--- src/rtl/tx_symbol_pacer_if.sv ---
// rtl/tx_symbol_pacer_if.sv - PHY type package and bit/sample stream interface for tx_symbol_pacer
package tx_symbol_pacer_pkg;
  typedef enum logic [1:0] {
    PHY_1M    = 2'd0,
    PHY_2M    = 2'd1,
    PHY_CODED = 2'd2
  } ble_phy_t;
endpackage

interface tx_symbol_pacer_if;
  logic       input_tdata;
  logic       input_tvalid;
  logic       input_tready;
  logic       input_tlast;
  logic [1:0] output_tdata;
  logic       output_tvalid;

  // master: packet bit source and shaping-filter sink; slave: the pacer
  modport master (
    output input_tdata, input_tvalid, input_tlast,
    input  input_tready, output_tdata, output_tvalid
  );
  modport slave (
    input  input_tdata, input_tvalid, input_tlast,
    output input_tready, output_tdata, output_tvalid
  );
endinterface

--- src/rtl/tx_symbol_pacer.sv ---
// rtl/tx_symbol_pacer.sv - paces a 1-bit packet stream onto the sample grid as NRZ levels; TX_PACER_SYM_COUNT_EN adds symbol_count
module tx_symbol_pacer
  import tx_symbol_pacer_pkg::*;
#(
  parameter int SPS      = 8,
  parameter int RAMP_LEN = 16
) (
  input  logic     aclk,
  input  logic     aresetn,
  input  logic     task_start,
  input  logic     task_stop,
  input  ble_phy_t phy_type,
  input  logic     sample_strobe,
  tx_symbol_pacer_if.slave bus,
  output logic     tx_en,
  output logic     event_end,
  output logic     underrun
`ifdef TX_PACER_SYM_COUNT_EN
  ,
  output logic [15:0] symbol_count
`endif
);

  localparam int SW = $clog2(SPS);
  localparam int RW = $clog2(RAMP_LEN + 1);
  localparam logic [SW-1:0] CNT_LAST_FULL = SW'(SPS - 1);
  localparam logic [SW-1:0] CNT_LAST_HALF = SW'(SPS / 2 - 1);
  localparam logic [RW-1:0] RAMP_LAST     = RW'(RAMP_LEN - 1);
  localparam logic [1:0] LVL_POS  = 2'b01;
  localparam logic [1:0] LVL_NEG  = 2'b11;
  localparam logic [1:0] LVL_ZERO = 2'b00;

  typedef enum logic [1:0] {IDLE, RAMP_UP, DATA, RAMP_DOWN} state_t;

  state_t          state_q, state_d;
  logic            next_bit_q, next_bit_d;
  logic            next_last_q, next_last_d;
  logic            next_valid_q, next_valid_d;
  logic            cur_bit_q, cur_bit_d;
  logic            cur_last_q, cur_last_d;
  logic            last_seen_q, last_seen_d;
  logic            half_rate_q, half_rate_d;
  logic            tx_en_q, tx_en_d;
  logic            underrun_q, underrun_d;
  logic            event_end_q, event_end_d;
  logic            out_valid_q, out_valid_d;
  logic [1:0]      out_data_q, out_data_d;
  logic [SW-1:0]   sample_cnt_q, sample_cnt_d;
  logic [RW-1:0]   ramp_cnt_q, ramp_cnt_d;
  logic [SW-1:0]   sym_last;
  logic            accept;
  logic            load_sym;
`ifdef TX_PACER_SYM_COUNT_EN
  logic [15:0]     sym_cnt_q, sym_cnt_d;
`endif

  // A beat is taken only while the holding register is empty and the packet is still being fed
  assign bus.input_tready = ~next_valid_q && ((state_q == RAMP_UP) || (state_q == DATA)) && ~last_seen_q;
  assign accept           = bus.input_tvalid && bus.input_tready;
  assign sym_last         = half_rate_q ? CNT_LAST_HALF : CNT_LAST_FULL;

  assign bus.output_tdata  = out_data_q;
  assign bus.output_tvalid = out_valid_q;
  assign tx_en             = tx_en_q;
  assign event_end         = event_end_q;
  assign underrun          = underrun_q;
`ifdef TX_PACER_SYM_COUNT_EN
  assign symbol_count      = sym_cnt_q;
`endif

  // Next-state, holding register and registered-output computation
  always_comb begin
    state_d      = state_q;
    next_bit_d   = next_bit_q;
    next_last_d  = next_last_q;
    next_valid_d = next_valid_q;
    cur_bit_d    = cur_bit_q;
    cur_last_d   = cur_last_q;
    last_seen_d  = last_seen_q;
    half_rate_d  = half_rate_q;
    tx_en_d      = tx_en_q;
    underrun_d   = underrun_q;
    event_end_d  = 1'b0;
    out_valid_d  = 1'b0;
    out_data_d   = LVL_ZERO;
    sample_cnt_d = sample_cnt_q;
    ramp_cnt_d   = ramp_cnt_q;
    load_sym     = 1'b0;
`ifdef TX_PACER_SYM_COUNT_EN
    sym_cnt_d    = sym_cnt_q;
`endif

    if (accept) begin
      next_valid_d = 1'b1;
      next_bit_d   = bus.input_tdata;
      next_last_d  = bus.input_tlast;
      if (bus.input_tlast) last_seen_d = 1'b1;
    end

    case (state_q)
      IDLE: begin
        if (task_start) begin
          state_d     = RAMP_UP;
          tx_en_d     = 1'b1;
          underrun_d  = 1'b0;
          last_seen_d = 1'b0;
          ramp_cnt_d  = '0;
          half_rate_d = (phy_type == PHY_2M);
`ifdef TX_PACER_SYM_COUNT_EN
          sym_cnt_d   = '0;
`endif
        end
      end
      RAMP_UP: begin
        if (task_stop) begin
          state_d      = RAMP_DOWN;
          ramp_cnt_d   = '0;
          next_valid_d = 1'b0;
          out_valid_d  = sample_strobe;
        end else if (sample_strobe) begin
          out_valid_d = 1'b1;
          if (ramp_cnt_q == RAMP_LAST) begin
            ramp_cnt_d = '0;
            if (next_valid_q) begin
              state_d  = DATA;
              load_sym = 1'b1;
            end else begin
              underrun_d = 1'b1;
              state_d    = RAMP_DOWN;
            end
          end else begin
            ramp_cnt_d = ramp_cnt_q + 1'b1;
          end
        end
      end
      DATA: begin
        if (task_stop) begin
          state_d      = RAMP_DOWN;
          ramp_cnt_d   = '0;
          next_valid_d = 1'b0;
          out_valid_d  = sample_strobe;
        end else if (sample_strobe) begin
          out_valid_d = 1'b1;
          out_data_d  = cur_bit_q ? LVL_POS : LVL_NEG;
          if (sample_cnt_q == sym_last) begin
            if (cur_last_q) begin
              state_d    = RAMP_DOWN;
              ramp_cnt_d = '0;
            end else if (next_valid_q) begin
              load_sym = 1'b1;
            end else begin
              underrun_d = 1'b1;
              state_d    = RAMP_DOWN;
              ramp_cnt_d = '0;
            end
          end else begin
            sample_cnt_d = sample_cnt_q + 1'b1;
          end
        end
      end
      RAMP_DOWN: begin
        if (sample_strobe) begin
          out_valid_d = 1'b1;
          if (ramp_cnt_q == RAMP_LAST) begin
            state_d      = IDLE;
            tx_en_d      = 1'b0;
            event_end_d  = 1'b1;
            next_valid_d = 1'b0;
            ramp_cnt_d   = '0;
            sample_cnt_d = '0;
          end else begin
            ramp_cnt_d = ramp_cnt_q + 1'b1;
          end
        end
      end
      default: state_d = IDLE;
    endcase

    // Registered next bit becomes the current symbol; a beat accepted this cycle is not seen here
    if (load_sym) begin
      cur_bit_d    = next_bit_q;
      cur_last_d   = next_last_q;
      next_valid_d = 1'b0;
      sample_cnt_d = '0;
`ifdef TX_PACER_SYM_COUNT_EN
      if (sym_cnt_q != 16'hFFFF) sym_cnt_d = sym_cnt_q + 16'd1;
`endif
    end
  end

  // State and datapath registers with asynchronous reset
  always_ff @(posedge aclk or negedge aresetn) begin
    if (!aresetn) begin
      state_q      <= IDLE;
      next_bit_q   <= 1'b0;
      next_last_q  <= 1'b0;
      next_valid_q <= 1'b0;
      cur_bit_q    <= 1'b0;
      cur_last_q   <= 1'b0;
      last_seen_q  <= 1'b0;
      half_rate_q  <= 1'b0;
      tx_en_q      <= 1'b0;
      underrun_q   <= 1'b0;
      event_end_q  <= 1'b0;
      out_valid_q  <= 1'b0;
      out_data_q   <= LVL_ZERO;
      sample_cnt_q <= '0;
      ramp_cnt_q   <= '0;
`ifdef TX_PACER_SYM_COUNT_EN
      sym_cnt_q    <= '0;
`endif
    end else begin
      state_q      <= state_d;
      next_bit_q   <= next_bit_d;
      next_last_q  <= next_last_d;
      next_valid_q <= next_valid_d;
      cur_bit_q    <= cur_bit_d;
      cur_last_q   <= cur_last_d;
      last_seen_q  <= last_seen_d;
      half_rate_q  <= half_rate_d;
      tx_en_q      <= tx_en_d;
      underrun_q   <= underrun_d;
      event_end_q  <= event_end_d;
      out_valid_q  <= out_valid_d;
      out_data_q   <= out_data_d;
      sample_cnt_q <= sample_cnt_d;
      ramp_cnt_q   <= ramp_cnt_d;
`ifdef TX_PACER_SYM_COUNT_EN
      sym_cnt_q    <= sym_cnt_d;
`endif
    end
  end

endmodule

--- src/flat_wrapper.sv ---
// flat-port wrapper written by rule: the top's interface ports become plain ports
module tx_symbol_pacer_flat import tx_symbol_pacer_pkg::*;
#(
  parameter int SPS      = 8,
  parameter int RAMP_LEN = 16
)
  (aclk, aresetn, task_start, task_stop, phy_type, sample_strobe, tx_en, event_end, underrun, bus_input_tdata, bus_input_tvalid, bus_input_tlast, bus_input_tready, bus_output_tdata, bus_output_tvalid);
  tx_symbol_pacer_if bus_i ();
  input  logic aclk;
  input  logic aresetn;
  input  logic task_start;
  input  logic task_stop;
  input  ble_phy_t phy_type;
  input  logic sample_strobe;
  output logic tx_en;
  output logic event_end;
  output logic underrun;
  input wire logic [$bits(bus_i.input_tdata)-1:0] bus_input_tdata;
  input wire logic [$bits(bus_i.input_tvalid)-1:0] bus_input_tvalid;
  input wire logic [$bits(bus_i.input_tlast)-1:0] bus_input_tlast;
  output wire logic [$bits(bus_i.input_tready)-1:0] bus_input_tready;
  output wire logic [$bits(bus_i.output_tdata)-1:0] bus_output_tdata;
  output wire logic [$bits(bus_i.output_tvalid)-1:0] bus_output_tvalid;
  assign bus_i.input_tdata = bus_input_tdata;
  assign bus_i.input_tvalid = bus_input_tvalid;
  assign bus_i.input_tlast = bus_input_tlast;
  assign bus_input_tready = bus_i.input_tready;
  assign bus_output_tdata = bus_i.output_tdata;
  assign bus_output_tvalid = bus_i.output_tvalid;
  tx_symbol_pacer #(.SPS(SPS), .RAMP_LEN(RAMP_LEN)) u_core (.aclk(aclk), .aresetn(aresetn), .task_start(task_start), .task_stop(task_stop), .phy_type(phy_type), .sample_strobe(sample_strobe), .bus(bus_i), .tx_en(tx_en), .event_end(event_end), .underrun(underrun));
endmodule
--- config.mk ---
export PLATFORM = sky130hd
export DESIGN_NAME = tx_symbol_pacer_flat
export DESIGN_NICKNAME = d
export VERILOG_FILES = /design/src/rtl/tx_symbol_pacer_if.sv /design/src/rtl/tx_symbol_pacer.sv /design/src/flat_wrapper.sv
export SDC_FILE = /design/constraint.sdc
export NUM_CORES = 1
export LEC_CHECK = 0
export ABC_AREA = 1
export CORE_ASPECT_RATIO = 0.5
export CORE_MARGIN = 5
export CORE_UTILIZATION = 30
export DETAILED_ROUTE_END_ITERATION = 8
export PLACE_DENSITY_LB_ADDON = 0.05
export SETUP_SLACK_MARGIN = 0.15
export SYNTH_ARGS = -nofsm -noshare
export SYNTH_HDL_FRONTEND = slang
export SYNTH_SLANG_ARGS = --single-unit
--- constraint.sdc ---
create_clock -name aclk -period 1.5 [get_ports aclk]
set_input_delay 0.225 -clock aclk [delete_from_list [all_inputs] [get_ports aclk]]
set_output_delay 0.225 -clock aclk [all_outputs]
set_load 0.01 [all_outputs]
# Word level (Yosys, flattened, before mapping)
# Cells that the tools add are included.
[word_totals]
regBits = 23
latch_bits = 0
mem_bits_rw = 0
mem_bits_ro = 0
input_bits = 10
output_inout_bits = 7
word_cells = 134
memories = 0
[classes]
add_sub_neg = 2
multipliers = 0
div_mod_pow = 0
n_lt_le_gt_ge = 0
n_eq_ne = 26
shift = 0
n_mux = 74
n_bitwise = 2
reduce_logical = 15
[op_table]
columns = ["operator", "n"]
rows = [
  ["5-bit two-way mux", 9],
  ["1-bit two-way mux", 35],
  ["2-bit two-way mux", 15],
  ["3-bit two-way mux", 7],
  ["5-bit one-hot mux with 4 select lines", 1],
  ["2-bit inequality test, second input constant", 9],
  ["3-bit by 2-bit inequality test with 1-bit output, second input constant", 4],
  ["3-bit inequality test, second input constant", 4],
  ["9-bit AND reduction", 1],
  ["1-bit one-hot mux with 2 select lines", 4],
  ["2-bit one-hot mux with 4 select lines", 1],
  ["4-bit AND reduction", 2],
  ["8-bit AND reduction", 1],
  ["3-bit one-hot mux with 2 select lines", 1],
  ["6-bit AND reduction", 1],
  ["3-bit nonzero test", 2],
  ["5-bit by 1-bit adder with 5-bit output, second input constant", 1],
  ["5-bit by 4-bit equality test with 1-bit output, second input constant", 1],
  ["2-bit by 1-bit equality test with 1-bit output, second input constant", 2],
  ["2-bit equality test, second input constant", 2],
  ["4-bit inequality test, second input constant", 1],
  ["3-bit by 1-bit adder with 3-bit output, second input constant", 1],
  ["3-bit equality test", 1],
  ["1-bit logical AND", 3],
  ["9 further kinds", 10],
]

# Longest topological paths before layout
# Gate-level depths: netlist of run 1.
[depth]
depth_word = 10
mapped_depth = 10
depth_no_buf = 10

# Worst setup path after synthesis of run 1
# OpenSTA, ideal clock, no wires.
[synth_timing]
path_type = "reg2reg"
startpoint = "register u_core.state_q[0]"
endpoint = "register u_core.last_seen_q"
setup_ns = 0.073
t_arrival_ns = 1.461
required_time_ns = 1.427
setup_slack_ns = -0.034
stages_incl_launch_ff = 8
n_path_buf = 0
synth_period_minus_slack_ns = 1.534
cell_sequence = "dfrtp_1 > inv_1 > ha_1 > inv_1 > nor3_2 > and2_4 > nand2_2 > a21oi_2"
[synth_via]
elab_chain_len = 8
word_cells_on_any_way = 10
classes_between = "eq/ne: 2; mux: 3; reduce/logical: 5"
[synth_lines]
columns = ["element", "line_no", "rtl"]
rows = [
  ["from (decl)", "tx_symbol_pacer.sv:35", "state_t state_q, state_d;"],
  ["from (signal assigned)", "tx_symbol_pacer.sv:213", "state_q <= state_d;"],
  ["2-bit by 1-bit equality test with 1-bit output / 2-bit equality test (equally long branches)", "tx_symbol_pacer.sv:58", "assign bus.input_tready = ~next_valid_q && ((state_q == RAMP_UP) || (state_q == DATA)) && ~last_seen_q;"],
  ["1-bit logical OR *", "tx_symbol_pacer.sv:58", ""],
  ["1-bit logical AND * (2 in series)", "tx_symbol_pacer.sv:58", ""],
  ["net bus_input_tready", "flat_wrapper.sv:21", "output wire logic [$bits(bus_i.input_tready)-1:0] bus_input_tready;"],
  ["1-bit logical AND *", "tx_symbol_pacer.sv:59", "assign accept = bus.input_tvalid && bus.input_tready;"],
  ["1-bit two-way mux *", "tx_symbol_pacer.sv:93", "if (accept) begin"],
  ["1-bit two-way mux", "tx_symbol_pacer.sv:102", "if (task_start) begin"],
  ["1-bit two-way mux *", "tx_symbol_pacer.sv:100", "case (state_q)"],
  ["net u_core.last_seen_d", "tx_symbol_pacer.sv:41", "logic last_seen_q, last_seen_d;"],
  ["to (signal assigned)", "tx_symbol_pacer.sv:219", "last_seen_q <= last_seen_d;"],
  ["to (decl)", "tx_symbol_pacer.sv:41", ""],
]
# Mark *: on every way through the listed nets, which the timed path passes. The rest lies on a longest branch.
# A chain may end at the register's enable or synchronous reset.

# Worst setup path in the final report of run 1
[layout_timing]
startpoint = "register u_core.state_q[1]"
endpoint = "output port bus_input_tready"
[layout_via]
elab_chain_len = 4
word_cells_on_any_way = 5
classes_between = "eq/ne: 2; reduce/logical: 3"
[layout_lines]
columns = ["element", "line_no"]
rows = [
  ["2-bit by 1-bit equality test with 1-bit output / 2-bit equality test (equally long branches)", "tx_symbol_pacer.sv:58"],
  ["1-bit logical OR *", "tx_symbol_pacer.sv:58"],
  ["1-bit logical AND * (2 in series)", "tx_symbol_pacer.sv:58"],
  ["to (decl)", "flat_wrapper.sv:21"],
]
# Every way passes the cells marked *; elsewhere a longest branch is shown, timed or not.

==> impl_summary.log, run 1 <==
INFO  metric outcome = completed
INFO  metric first_global_vias = 1,272
INFO  metric totalWireLength = 3636 um
INFO  metric detailedRoute.firstPassIterationCount = 4
INFO  metric final_cell_mix = sky130_fd_sc_hd__buf_4 (41), sky130_fd_sc_hd__nand2_1 (35), sky130_fd_sc_hd__dfrtp_1 (22)
INFO  metric detailroute.via_count = 1,315
INFO  metric met1_usage = 18.61%
INFO  metric total_net_switching_power = 1.783 mW
INFO  metric grt_setup_unrepaired = yes
INFO  metric layout.filler_cells = 448
INFO  metric switching_part_of_the_total = 43.23%
INFO  metric max_clock_freq = 667.2 MHz
INFO  metric clockRootBuffer = sky130_fd_sc_hd__clkbuf_8
INFO  metric buffer_ports.inserted = 16
INFO  metric stdcell_area = 2203 um^2
INFO  metric clock_sinks = 23
INFO  metric final_max_slew_viol_count = 0
INFO  metric mappedNetlistArea = 1429 um^2
INFO  metric design.die.area = 6327 um^2
INFO  metric clock_latency = 0.28 ns
INFO  metric grt.met2_usage = 17.49%
INFO  metric synth.avg_cell_area = 7.938 um^2
INFO  metric seq_power_share = 24.4%
INFO  metric cts_h_tree_depth = 1
INFO  metric cp_max_fo = 2
INFO  metric grt_first_pass_wirelength = 6065 um
INFO  metric tightest_slew = 0.3213 ns
INFO  metric dp_hpwl = 2678 um
INFO  metric grt_start_max_net_pins = 24
INFO  metric fp.dieW = 107.6 um
INFO  metric cellLeakagePower = 1.048 nW
INFO  metric setup.worst_path.class = reg -> out
INFO  metric antenna_cells = 0
INFO  metric power.density = 1871 nW/um^2
INFO  metric globalplace.congestion = 0.7653
INFO  metric synthCells = 180
INFO  metric final_critical_path_setup_slack = 0.001157 ns
INFO  metric startpoint_class = flip-flop
INFO  metric detailed_place.area = 1939 um^2
INFO  metric detail_route.drc_violations = 0
INFO  metric grt_util_all_layers = 12.18%
INFO  metric power.internal = 2.341 mW
INFO  metric cp.arrival = 1.27 ns
INFO  metric layout_commonest_cell = sky130_fd_sc_hd__buf_4
INFO  metric layout_worst_path_cycle_share = 99.92%
INFO  metric die_y = 58.80 um
INFO  metric stdcell_count = 307
INFO  metric std_cell_rows = 17
INFO  metric area_growth_synth_to_finish = 54.20%
INFO  metric final_hold_viol_count = 0
INFO  metric post-place-ws = -0.1683 ns
INFO  metric setup-tns-final = 0 ns
INFO  metric fraction_of_power_consumed_by_combinational_cells = 65.1%
INFO  metric grt_use_met3 = 3.395%
INFO  metric layout-drive-gt1-share = 46.06%
INFO  metric cts.path.max_buffers = 2
INFO  metric worst-endpoint-required = 1.27 ns
INFO  metric design_power_total = 4.124 mW
INFO  metric cap_violations = 0
INFO  metric clock_power_share = 10.4%
INFO  metric ant_nets = 0
INFO  metric fin_nets = 258
INFO  metric post_drt_via_cell_ratio = 4.283
INFO  metric fin_crit = 1.499 ns
INFO  metric antenna_violations_before_repair = 0
INFO  metric design.core.area = 4509 um^2
INFO  metric grt_overflow = 0
INFO  metric critical_path.max_stage_delay = 0.37 ns
INFO  metric avgRoutedWirePerCell = 11.84 um
INFO  metric cts_hold_repair.buffers = 0
INFO  metric ys_types = 29
INFO  metric yosys_warnings = 0
INFO  metric syn_nets = 196
INFO  metric dpl.cell_count = 295
INFO  metric cell_chain_critical_path = inv_2, ha_4, inv_4, nor3_4, buf_2
INFO  metric ys_seq_elements = 23
INFO  metric ir_worst_vdd = 0.0006809 V
INFO  metric report.final.setup_viol = 0
INFO  metric drt-initial-drc-count = 66
INFO  metric timing.critical_path.to_type = primary output
INFO  metric grt-busiest-layer = met1
INFO  metric initial_core_utilization = 31.69%
INFO  metric cts_tree = done
INFO  metric min_path_type = in -> async
INFO  metric tritoncts.num_buffers = 3
INFO  metric cts.clk_slew.worst_paths = 0.10 ns
INFO  metric skew = 0.004032 ns
INFO  metric relSlewSlack = 78.58%
INFO  metric ys_seq_area_share = 40.28%
INFO  metric io_pins = 17
INFO  metric critPathSlowestCell = sky130_fd_sc_hd__dfrtp_1
## registers in the layout (all words and copies together) (netlist names)
signal and cells:
u_core.bus.output_tdata 2, u_core.bus.output_tvalid 1, u_core.cur_bit_q 1, u_core.cur_last_q 1
u_core.event_end 1, u_core.half_rate_q 1, u_core.last_seen_q 1, u_core.next_bit_q 1
u_core.next_last_q 1, u_core.next_valid_q 1, u_core.ramp_cnt_q 5, u_core.sample_cnt_q 3
u_core.state_q 2, u_core.tx_en 1, u_core.underrun 1
## worst max-delay path, delay by kind of cell (launching register included)
| family | cells | cell delay, ns |
|---|---|---|
| buffers and inverters | 3 | 0.25 |
| flip-flops | 1 | 0.37 |
| adder cells (fa/ha/maj) | 1 | 0.28 |
| AND/OR/NAND/NOR | 1 | 0.10 |
## per-layer routing
metal	vias up	routed length, um
li1	696	-
met1	604	2035
met2	13	1478
met3	2	111
met4	0	10
met5	-	0
## final timing paths
check / startpoint / end / slack (ns) / cells after the start
max: u_core.state_q[1] / bus_input_tready / 0.001 / 5
min: aresetn / u_core.bus.output_tvalid / 0.30 / 2
max reg2reg: u_core.state_q[1] / u_core.last_seen_q / 0.04 / 9
min reg2reg: u_core.cur_bit_q / u_core.bus.output_tdata[1] / 0.48 / 1
max in group asynchronous: aresetn / u_core.ramp_cnt_q[2] / 0.94 / 2
min in group aclk: u_core.cur_bit_q / u_core.bus.output_tdata[1] / 0.48 / 1
## power by group through the flow
| stage | clock network, mW | logic, mW | registers [mW] |
|---|---|---|---|
| global placement | 0 | 2.22 | 0.992 |
| global route | 0.472 | 3.00 | 1.04 |
| floorplan | 0 | 1.35 | 0.989 |
| finish | 0.430 | 2.69 | 1.01 |
| detailed placement | 0 | 2.22 | 0.995 |
| CTS | 0.450 | 2.57 | 0.993 |
## final cells by class
| cell class | count | area [um^2] | share of cell area, % |
|---|---|---|---|
| clock buffers | 3 | 41.29 | 1.874 |
| well taps | 66 | 82.58 | 3.748 |
| multi-input cells | 128 | 910.9 | 41.34 |
| flip-flops and latches | 23 | 576.8 | 26.18 |
| repair buffers | 59 | 478.0 | 21.69 |
| clock inverters | 1 | 7.507 | 0.3407 |
| inverters | 27 | 106.4 | 4.827 |
## logic make-up after synthesis
group / Yosys count / share of synthesized area, %
simple gates: 91 / 32.49
compound gates: 30 / 13.22
buf+inv: 30 / 8.757
flops: 23 / 40.28
fa+ha+maj: 6 / 5.254
## cell usage after synthesis (all sizes together)
library cell  instances  area, um^2
ha                    6       75.07
o211ai                1       7.510
nor2                 25       128.9
inv                  27       101.4
buf                   3       23.77
nand2                50       220.2
a21oi                11       66.32
o21ai                15       86.33
and2                  1       8.760
nand4                 2       18.77
nor3                  3       20.02
nand3                 9       60.06
nand3b                1       7.510
o21bai                1       11.26
dfrtp                23       575.6
o2111ai               2       17.52
## what timing repair did
action / CTS / global route
setup buffers: 5 / 2
endpoints found under the setup margin: 23 / 19
gates resized for setup: 38 / 15
pin swaps: 24 / 14
cloned: 1 / 0
## through the flow
| step | utilization, % | hold WS, ns |
|---|---|---|
| after floorplan | - | -0.07059 |
| after global placement | 43.01 | 0.4315 |
| after detailed placement | 43.01 | 0.4469 |
| after CTS | 47.17 | 0.3133 |
| after global routing | 48.86 | 0.3248 |
| final | 48.86 | 0.3039 |
(Power assumes the default switching activity.)
==> run 2, diff against run 1 <==
CORE_UTILIZATION = 49   (was 30)
==> impl_summary.log, run 2 (same netlist as run 1, synthesis figures left out) <==
INFO  metric cellLeakagePower = 0.9926 nW (was 1.048 nW)
INFO  metric cts.path.max_buffers = 2 (unchanged)
INFO  metric switching_part_of_the_total = 44.59% (was 43.23%)
INFO  metric first_global_vias = 1,308 (was 1,272)
INFO  metric final_hold_viol_count = 0 (unchanged)
INFO  metric timing.critical_path.to_type = primary output (unchanged)
INFO  metric fin_nets = 247 (was 258)
INFO  metric report.final.setup_viol = 1 (was 0)
INFO  metric buffer_ports.inserted = 16 (unchanged)
INFO  metric grt_util_all_layers = 19.30% (was 12.18%)
INFO  metric ir_worst_vdd = 0.001130 V (was 0.0006809 V)
INFO  metric relSlewSlack = 78.11% (was 78.58%)
INFO  metric tightest_slew = 0.3284 ns (was 0.3213 ns)
INFO  metric layout_worst_path_cycle_share = 101.3% (was 99.92%)
INFO  metric cts_h_tree_depth = 1 (unchanged)
INFO  metric ant_nets = 0 (unchanged)
INFO  metric fp.dieW = 86.37 um (was 107.6 um)
INFO  metric post_drt_via_cell_ratio = 5.135 (was 4.283)
INFO  metric post-place-ws = -0.1609 ns (was -0.1683 ns)
INFO  metric detailedRoute.firstPassIterationCount = 4 (unchanged)
INFO  metric violations_in_the_final_reports = negative setup slack
INFO  metric cell_chain_critical_path = inv_2, ha_4, inv_4, nor3_4, buf_2 (unchanged)
INFO  metric io_pins = 17 (unchanged)
INFO  metric skew = 0.007686 ns (was 0.004032 ns)
INFO  metric final_critical_path_setup_slack = -0.01887 ns (was 0.001157 ns)
INFO  metric power.internal = 2.251 mW (was 2.341 mW)
INFO  metric number_of_flip_flops_in_the_largest_register = 5 (unchanged)
INFO  metric clock_latency = 0.28 ns (about the same)
INFO  metric antenna_violations_before_repair = 0 (unchanged)
INFO  metric final_max_slew_viol_count = 0 (unchanged)
INFO  metric design_power_total = 4.062 mW (was 4.124 mW)
INFO  metric grt_start_max_net_pins = 24 (unchanged)
INFO  metric tritoncts.num_buffers = 3 (unchanged)
INFO  metric max_clock_freq = 658.4 MHz (was 667.2 MHz)
INFO  metric die_y = 48.19 um (was 58.80 um)
INFO  metric clock_power_share = 10.3% (was 10.4%)
INFO  metric avgRoutedWirePerCell = 13.78 um (was 11.84 um)
INFO  metric outcome = finished with violations (was completed)
INFO  metric fin_crit = 1.519 ns (was 1.499 ns)
INFO  metric worst-endpoint-required = 1.27 ns (about the same)
INFO  metric grt_overflow = 0 (unchanged)
INFO  metric cts_tree = done (unchanged)
INFO  metric design.die.area = 4162 um^2 (was 6327 um^2)
INFO  metric postLayoutCoreUtil = 77.30% (was 48.86%)
INFO  metric cap_violations = 0 (unchanged)
INFO  metric largest_registers = u_core.ramp_cnt_q: 5 flops, u_core.sample_cnt_q: 3 flops (unchanged)
INFO  metric top_register = u_core.ramp_cnt_q (unchanged)
INFO  metric min_path_type = in -> async (unchanged)
INFO  metric critPathSlowestCell = sky130_fd_sc_hd__dfrtp_1 (unchanged)
INFO  metric detailroute.via_count = 1,371 (was 1,315)
INFO  metric seq_power_share = 24.8% (was 24.4%)
INFO  metric detail_route.drc_violations = 0 (unchanged)
INFO  metric cts.clk_slew.worst_paths = 0.09 ns (was 0.10 ns)
INFO  metric design.core.area = 2684 um^2 (was 4509 um^2)
INFO  metric startpoint_class = flip-flop (unchanged)
INFO  metric antenna_cells = 0 (unchanged)
INFO  metric clockRootBuffer = sky130_fd_sc_hd__clkbuf_8 (unchanged)
INFO  metric totalWireLength = 3680 um (was 3636 um)
INFO  metric grt_first_pass_wirelength = 6016 um (was 6065 um)
INFO  metric fraction_of_power_consumed_by_combinational_cells = 64.9% (was 65.1%)
INFO  metric dp_hpwl = 2513 um (was 2678 um)
INFO  metric cp_max_fo = 2 (unchanged)
INFO  metric total_net_switching_power = 1.811 mW (was 1.783 mW)
INFO  metric clock_sinks = 23 (unchanged)
INFO  metric area_growth_synth_to_finish = 45.18% (was 54.20%)
INFO  metric drt-initial-drc-count = 78 (was 66)
INFO  metric cts_hold_repair.buffers = 0 (unchanged)
INFO  metric globalplace.congestion = 0.8385 (was 0.7653)
INFO  metric layout_commonest_cell = sky130_fd_sc_hd__nand2_1 (was sky130_fd_sc_hd__buf_4)
INFO  metric cp.arrival = 1.29 ns (was 1.27 ns)
INFO  metric power.density = 1958 nW/um^2 (was 1871 nW/um^2)
INFO  metric std_cell_rows = 13 (was 17)
INFO  metric critical_path.max_stage_delay = 0.38 ns (was 0.37 ns)
INFO  metric final_cell_mix = sky130_fd_sc_hd__nand2_1 (33), sky130_fd_sc_hd__buf_4 (30), sky130_fd_sc_hd__dfrtp_1 (23) (was sky130_fd_sc_hd__buf_4 (41), sky130_fd_sc_hd__nand2_1 (35), sky130_fd_sc_hd__dfrtp_1 (22))
INFO  metric grt_setup_unrepaired = yes (unchanged)
INFO  metric initial_core_utilization = 53.24% (was 31.69%)
INFO  metric layout-drive-gt1-share = 43.04% (was 46.06%)
INFO  metric setup.worst_path.class = reg -> out (unchanged)
[run 2: what timing repair did]
item                                    in CTS  in global routing
endpoints found under the setup margin      22                 19
gates cloned                                 1                  0
pin swaps                                   17                 13
gates resized for setup                     42                 11
setup buffers                                4                  3
[run 2: metal layers]
layer	vias up	global-route usage, %	share of wire [%]
met1	647	23.19	44
li1	676	-	-
met5	-	0	0
met4	0	8.385	1.6
met2	40	34.35	49
met3	8	5.059	5.5
[run 2: per-stage QoR]
step                      hold WS, ns  cell area [um^2]  TNS [ns]  cells
after global placement         0.4272              1821   -0.3605    255
final                          0.2963              2074  -0.01887    267
after global routing           0.3230              2074   -0.5603    267
after CTS                      0.3153              2012  -0.01355    264
after floorplan              -0.07059              1450         0    180
after detailed placement       0.4371              1821   -0.5924    255
[run 2: path summary, 6_finish.rpt]
kind | start | to | slack (ns) | depth (start not counted)
setup / recovery | u_core.state_q[0] | bus_input_tready | -0.02 | 5
hold / removal | aresetn | u_core.ramp_cnt_q[0] | 0.30 | 2
setup reg to reg | u_core.state_q[0] | u_core.last_seen_q | 0.02 | 9
hold reg to reg | u_core.cur_bit_q | u_core.bus.output_tdata[1] | 0.48 | 1
max in group asynchronous | aresetn | u_core.bus.output_tdata[0] | 0.95 | 2
min in group aclk | u_core.cur_bit_q | u_core.bus.output_tdata[1] | 0.48 | 1
[run 2: final cells by class]
type,instances,area (um^2)
clock buffers,3,41.29
clock inverters,1,5.005
fillers,177,609.3
inverters,27,106.4
multi-input cells,128,904.6
flip-flops and latches,23,575.6
well taps,37,46.29
repair buffers,48,395.4
[run 2: worst max-delay path: cells and delay by family, from the launching register on]
family | cells | cell delay, ns
buffers and inverters | 3 | 0.25
DFF | 1 | 0.38
and+or+nand+nor | 1 | 0.11
adders and majority gates | 1 | 0.27
[run 2: power groups by stage]
stage                     registers (mW)  logic (mW)  clock network, mW
final                               1.01        2.64              0.419
after global routing                1.03        2.92              0.442
after CTS                           1.00        2.48              0.413
after detailed placement           0.995        2.11                  0
after global placement             0.988        2.05                  0
after floorplan                    0.989        1.35                  0
==> run 3, diff against run 2 <==
CELL_PAD_IN_SITES_DETAIL_PLACEMENT = 0   (was default)
CELL_PAD_IN_SITES_GLOBAL_PLACEMENT = 2   (was default)
CORE_UTILIZATION = 29   (was 49)
==> impl_summary.log, run 3 (same netlist as run 1, synthesis figures left out) <==
INFO  metric outcome = completed (was finished with violations)
INFO  metric relSlewSlack = 78.40% (was 78.11%)
INFO  metric top_register = u_core.ramp_cnt_q (unchanged)
INFO  metric worst-endpoint-required = 1.27 ns (about the same)
INFO  metric fin_nets = 257 (was 247)
INFO  metric fraction_of_power_consumed_by_combinational_cells = 68.1% (was 64.9%)
INFO  metric post_drt_via_cell_ratio = 4.290 (was 5.135)
INFO  metric critPathCapture = bus_input_tready (unchanged)
INFO  metric number_of_flip_flops_in_the_largest_register = 5 (unchanged)
INFO  metric path_buf_inv = 3 (unchanged)
INFO  metric layout_worst_path_cycle_share = 99.34% (was 101.3%)
INFO  metric cell_chain_critical_path = inv_2, ha_4, inv_4, nor3_4, buf_2 (unchanged)
INFO  metric switching_part_of_the_total = 44.29% (was 44.59%)
INFO  metric design.core.area = 4842 um^2 (was 2684 um^2)
INFO  metric cts.path.max_buffers = 2 (unchanged)
INFO  metric clock_latency = 0.27 ns (was 0.28 ns)
INFO  metric crit_start = u_core.state_q[0] (unchanged)
INFO  metric startpoint_class = flip-flop (unchanged)
INFO  metric antenna_cells = 0 (unchanged)
INFO  metric fp.dieW = 109.3 um (was 86.37 um)
INFO  metric total_net_switching_power = 1.982 mW (was 1.811 mW)
INFO  metric crit_family = flip-flops (unchanged)
INFO  metric min_path_type = in -> async (unchanged)
INFO  metric avgRoutedWirePerCell = 12.47 um (was 13.78 um)
INFO  metric grt_setup_unrepaired = yes (unchanged)
INFO  metric layout-drive-gt1-share = 52.92% (was 43.04%)
INFO  metric cts.clk_slew.worst_paths = 0.09 ns (about the same)
INFO  metric grt_overflow = 0 (unchanged)
INFO  metric cp.arrival = 1.27 ns (was 1.29 ns)
INFO  metric clockRootBuffer = sky130_fd_sc_hd__clkbuf_8 (unchanged)
INFO  metric timing.hold.ws = 0.3042 ns (was 0.2963 ns)
INFO  metric buffer_ports.inserted = 16 (unchanged)
INFO  metric detailroute.via_count = 1,330 (was 1,371)
INFO  metric max_clock_freq = 671.1 MHz (was 658.4 MHz)
INFO  metric cp_num_cells = 5 (unchanged)
INFO  metric drt-initial-drc-count = 49 (was 78)
INFO  metric stdcell_count = 310 (was 267)
INFO  metric worst_r2r_start = u_core.state_q[1] (was u_core.state_q[0])
INFO  metric layout_commonest_cell = sky130_fd_sc_hd__buf_4 (was sky130_fd_sc_hd__nand2_1)
INFO  metric detailedRoute.firstPassIterationCount = 4 (unchanged)
INFO  metric totalWireLength = 3866 um (was 3680 um)
INFO  metric cap_violations = 0 (unchanged)
INFO  metric first_global_vias = 1,294 (was 1,308)
INFO  metric skew = 0.002624 ns (was 0.007686 ns)
INFO  metric design.die.area = 6516 um^2 (was 4162 um^2)
INFO  metric critPathSlowestCell = sky130_fd_sc_hd__dfrtp_1 (unchanged)
INFO  metric cts_tree = done (unchanged)
INFO  metric clock_power_share = 9.4% (was 10.3%)
INFO  metric io_pins = 17 (unchanged)
INFO  metric cellLeakagePower = 1.050 nW (was 0.9926 nW)
INFO  metric grt_util_all_layers = 13.20% (was 19.30%)
INFO  metric grt_first_pass_wirelength = 6499 um (was 6016 um)
INFO  metric cp_max_fo = 2 (unchanged)
INFO  metric seq_power_share = 22.4% (was 24.8%)
INFO  metric fin_crit = 1.490 ns (was 1.519 ns)
INFO  metric globalplace.congestion = 0.7773 (was 0.8385)
INFO  metric detail_route.drc_violations = 0 (unchanged)
INFO  metric timing.reg2reg.worst_path_depth = 9 (unchanged)
INFO  metric reg2reg_slack = 0.03 ns (was 0.02 ns)
INFO  metric power.internal = 2.494 mW (was 2.251 mW)
INFO  metric final_max_slew_viol_count = 0 (unchanged)
INFO  metric clock_sinks = 23 (unchanged)
INFO  metric layout.filler_cells = 486 (was 177)
INFO  metric critical_path.max_stage_delay = 0.37 ns (was 0.38 ns)
INFO  metric timing.critical_path.to_type = primary output (unchanged)
INFO  metric ir_worst_vdd = 0.0006931 V (was 0.001130 V)
INFO  metric std_cell_rows = 18 (was 13)
INFO  metric grt_start_max_net_pins = 24 (unchanged)
INFO  metric postLayoutCoreUtil = 47.86% (was 77.30%)
INFO  metric cts_h_tree_depth = 1 (unchanged)
INFO  metric setup.worst_path.class = reg -> out (unchanged)
INFO  metric final_hold_viol_count = 0 (unchanged)
INFO  metric tightest_slew = 0.3240 ns (was 0.3284 ns)
INFO  metric antenna_violations_before_repair = 0 (unchanged)
INFO  metric tritoncts.num_buffers = 3 (unchanged)
INFO  metric dp_hpwl = 2843 um (was 2513 um)
INFO  metric ant_nets = 0 (unchanged)
INFO  metric dpl.cell_count = 297 (was 255)
INFO  metric largest_registers = u_core.ramp_cnt_q: 5 flops, u_core.sample_cnt_q: 3 flops (unchanged)
INFO  metric power.density = 1932 nW/um^2 (was 1958 nW/um^2)
INFO  metric report.final.setup_viol = 0 (was 1)
INFO  metric area_growth_synth_to_finish = 62.17% (was 45.18%)
INFO  metric initial_core_utilization = 29.51% (was 53.24%)
INFO  metric die_y = 59.64 um (was 48.19 um)
INFO  metric timing.rr.end = u_core.sample_cnt_q[0] (was u_core.last_seen_q)
INFO  metric final_cell_mix = sky130_fd_sc_hd__buf_4 (34), sky130_fd_sc_hd__nand2_1 (28), sky130_fd_sc_hd__dfrtp_1 (23) (was sky130_fd_sc_hd__nand2_1 (33), sky130_fd_sc_hd__buf_4 (30), sky130_fd_sc_hd__dfrtp_1 (23))
==> run 3: cell count changes in the layout (fill, tap and decap cells not counted), moves of 3 or more <==
cell / change
sky130_fd_sc_hd__buf_4: +4
sky130_fd_sc_hd__nand2_1: -5
sky130_fd_sc_hd__nand2_2: +3
sky130_fd_sc_hd__a21oi_1: -4
sky130_fd_sc_hd__o21ai_1: -3
sky130_fd_sc_hd__buf_6: +6
==> run 3: worst min-delay path by stage <==
stage / cells after the start / endpoint / start / slack (ns)
6_report: 2 / u_core.next_last_q / aresetn / 0.30
5_1_grt: 2 / u_core.next_last_q / aresetn / 0.34
4_1_cts: 2 / u_core.next_bit_q / aresetn / 0.31
3_5_place_dp: 1 / u_core.bus.output_tdata[1] / u_core.cur_bit_q / 0.43
3_3_place_gp: 1 / u_core.bus.output_tdata[1] / u_core.cur_bit_q / 0.43
2_1_floorplan: 0 / u_core.bus.output_tdata[0] / aresetn / -0.07
==> run 3: layer usage <==
| metal | GRT usage (%) | share of wire, % |
|---|---|---|
| met1 | 19.36 | 51 |
| met2 | 20.24 | 46 |
| met3 | 3.264 | 2.3 |
| met4 | 1.599 | 0.49 |
| met5 | 0 | 0 |
==> run 3: what timing repair did <==
item	CTS	global route
pin swaps	25	14
gates cloned	1	0
resized for setup	62	22
setup endpoints to repair	23	17
setup buffers	5	3
hold buffers	0	0
==> run 3: final cells by class <==
cell class              instances  area, um^2  share of cell area, %
flip-flops and latches         23       575.6                  24.84
inverters                      27       111.4                  4.806
repair buffers                 58       493.0                  21.27
multi-input cells             128        1001                  43.20
clock inverters                 1       7.507                 0.3240
well taps                      70       87.58                  3.780
clock buffers                   3       41.29                  1.782
==> run 3: stage by stage <==
step / worst slack, ns / power (mW) / area, um^2 / setup TNS (ns)
floorplan: 0.08113 / 2.344 / 1450 / 0
global placement: -0.1467 / 3.231 / 1929 / -0.5945
detailed placement: -0.1623 / 3.244 / 1929 / -0.5821
CTS: -0.01270 / 4.239 / 2208 / -0.01270
global route: -0.05647 / 4.867 / 2317 / -0.2777
finish: 0.009915 / 4.476 / 2317 / 0
==> run 3: power groups by stage <==
stage | Combinational [mW] | Clock, mW | Sequential [mW]
after CTS | 2.80 | 0.443 | 0.993
after floorplan | 1.35 | 0 | 0.989
after global routing | 3.36 | 0.473 | 1.04
after detailed placement | 2.26 | 0 | 0.986
final | 3.05 | 0.422 | 1.00
after global placement | 2.25 | 0 | 0.982
==> run 3: worst reg2reg max path, cell delays in order, from the launching register on <==
cell and delay (ns):
sky130_fd_sc_hd__dfrtp_1 0.40, sky130_fd_sc_hd__buf_4 0.14, sky130_fd_sc_hd__buf_6 0.12, sky130_fd_sc_hd__ha_4 0.19, sky130_fd_sc_hd__buf_6 0.12, sky130_fd_sc_hd__a21oi_4 0.14, sky130_fd_sc_hd__nand2_4 0.11, sky130_fd_sc_hd__nand2_2 0.09
sky130_fd_sc_hd__nand2_2 0.05, sky130_fd_sc_hd__nor2_2 0.07
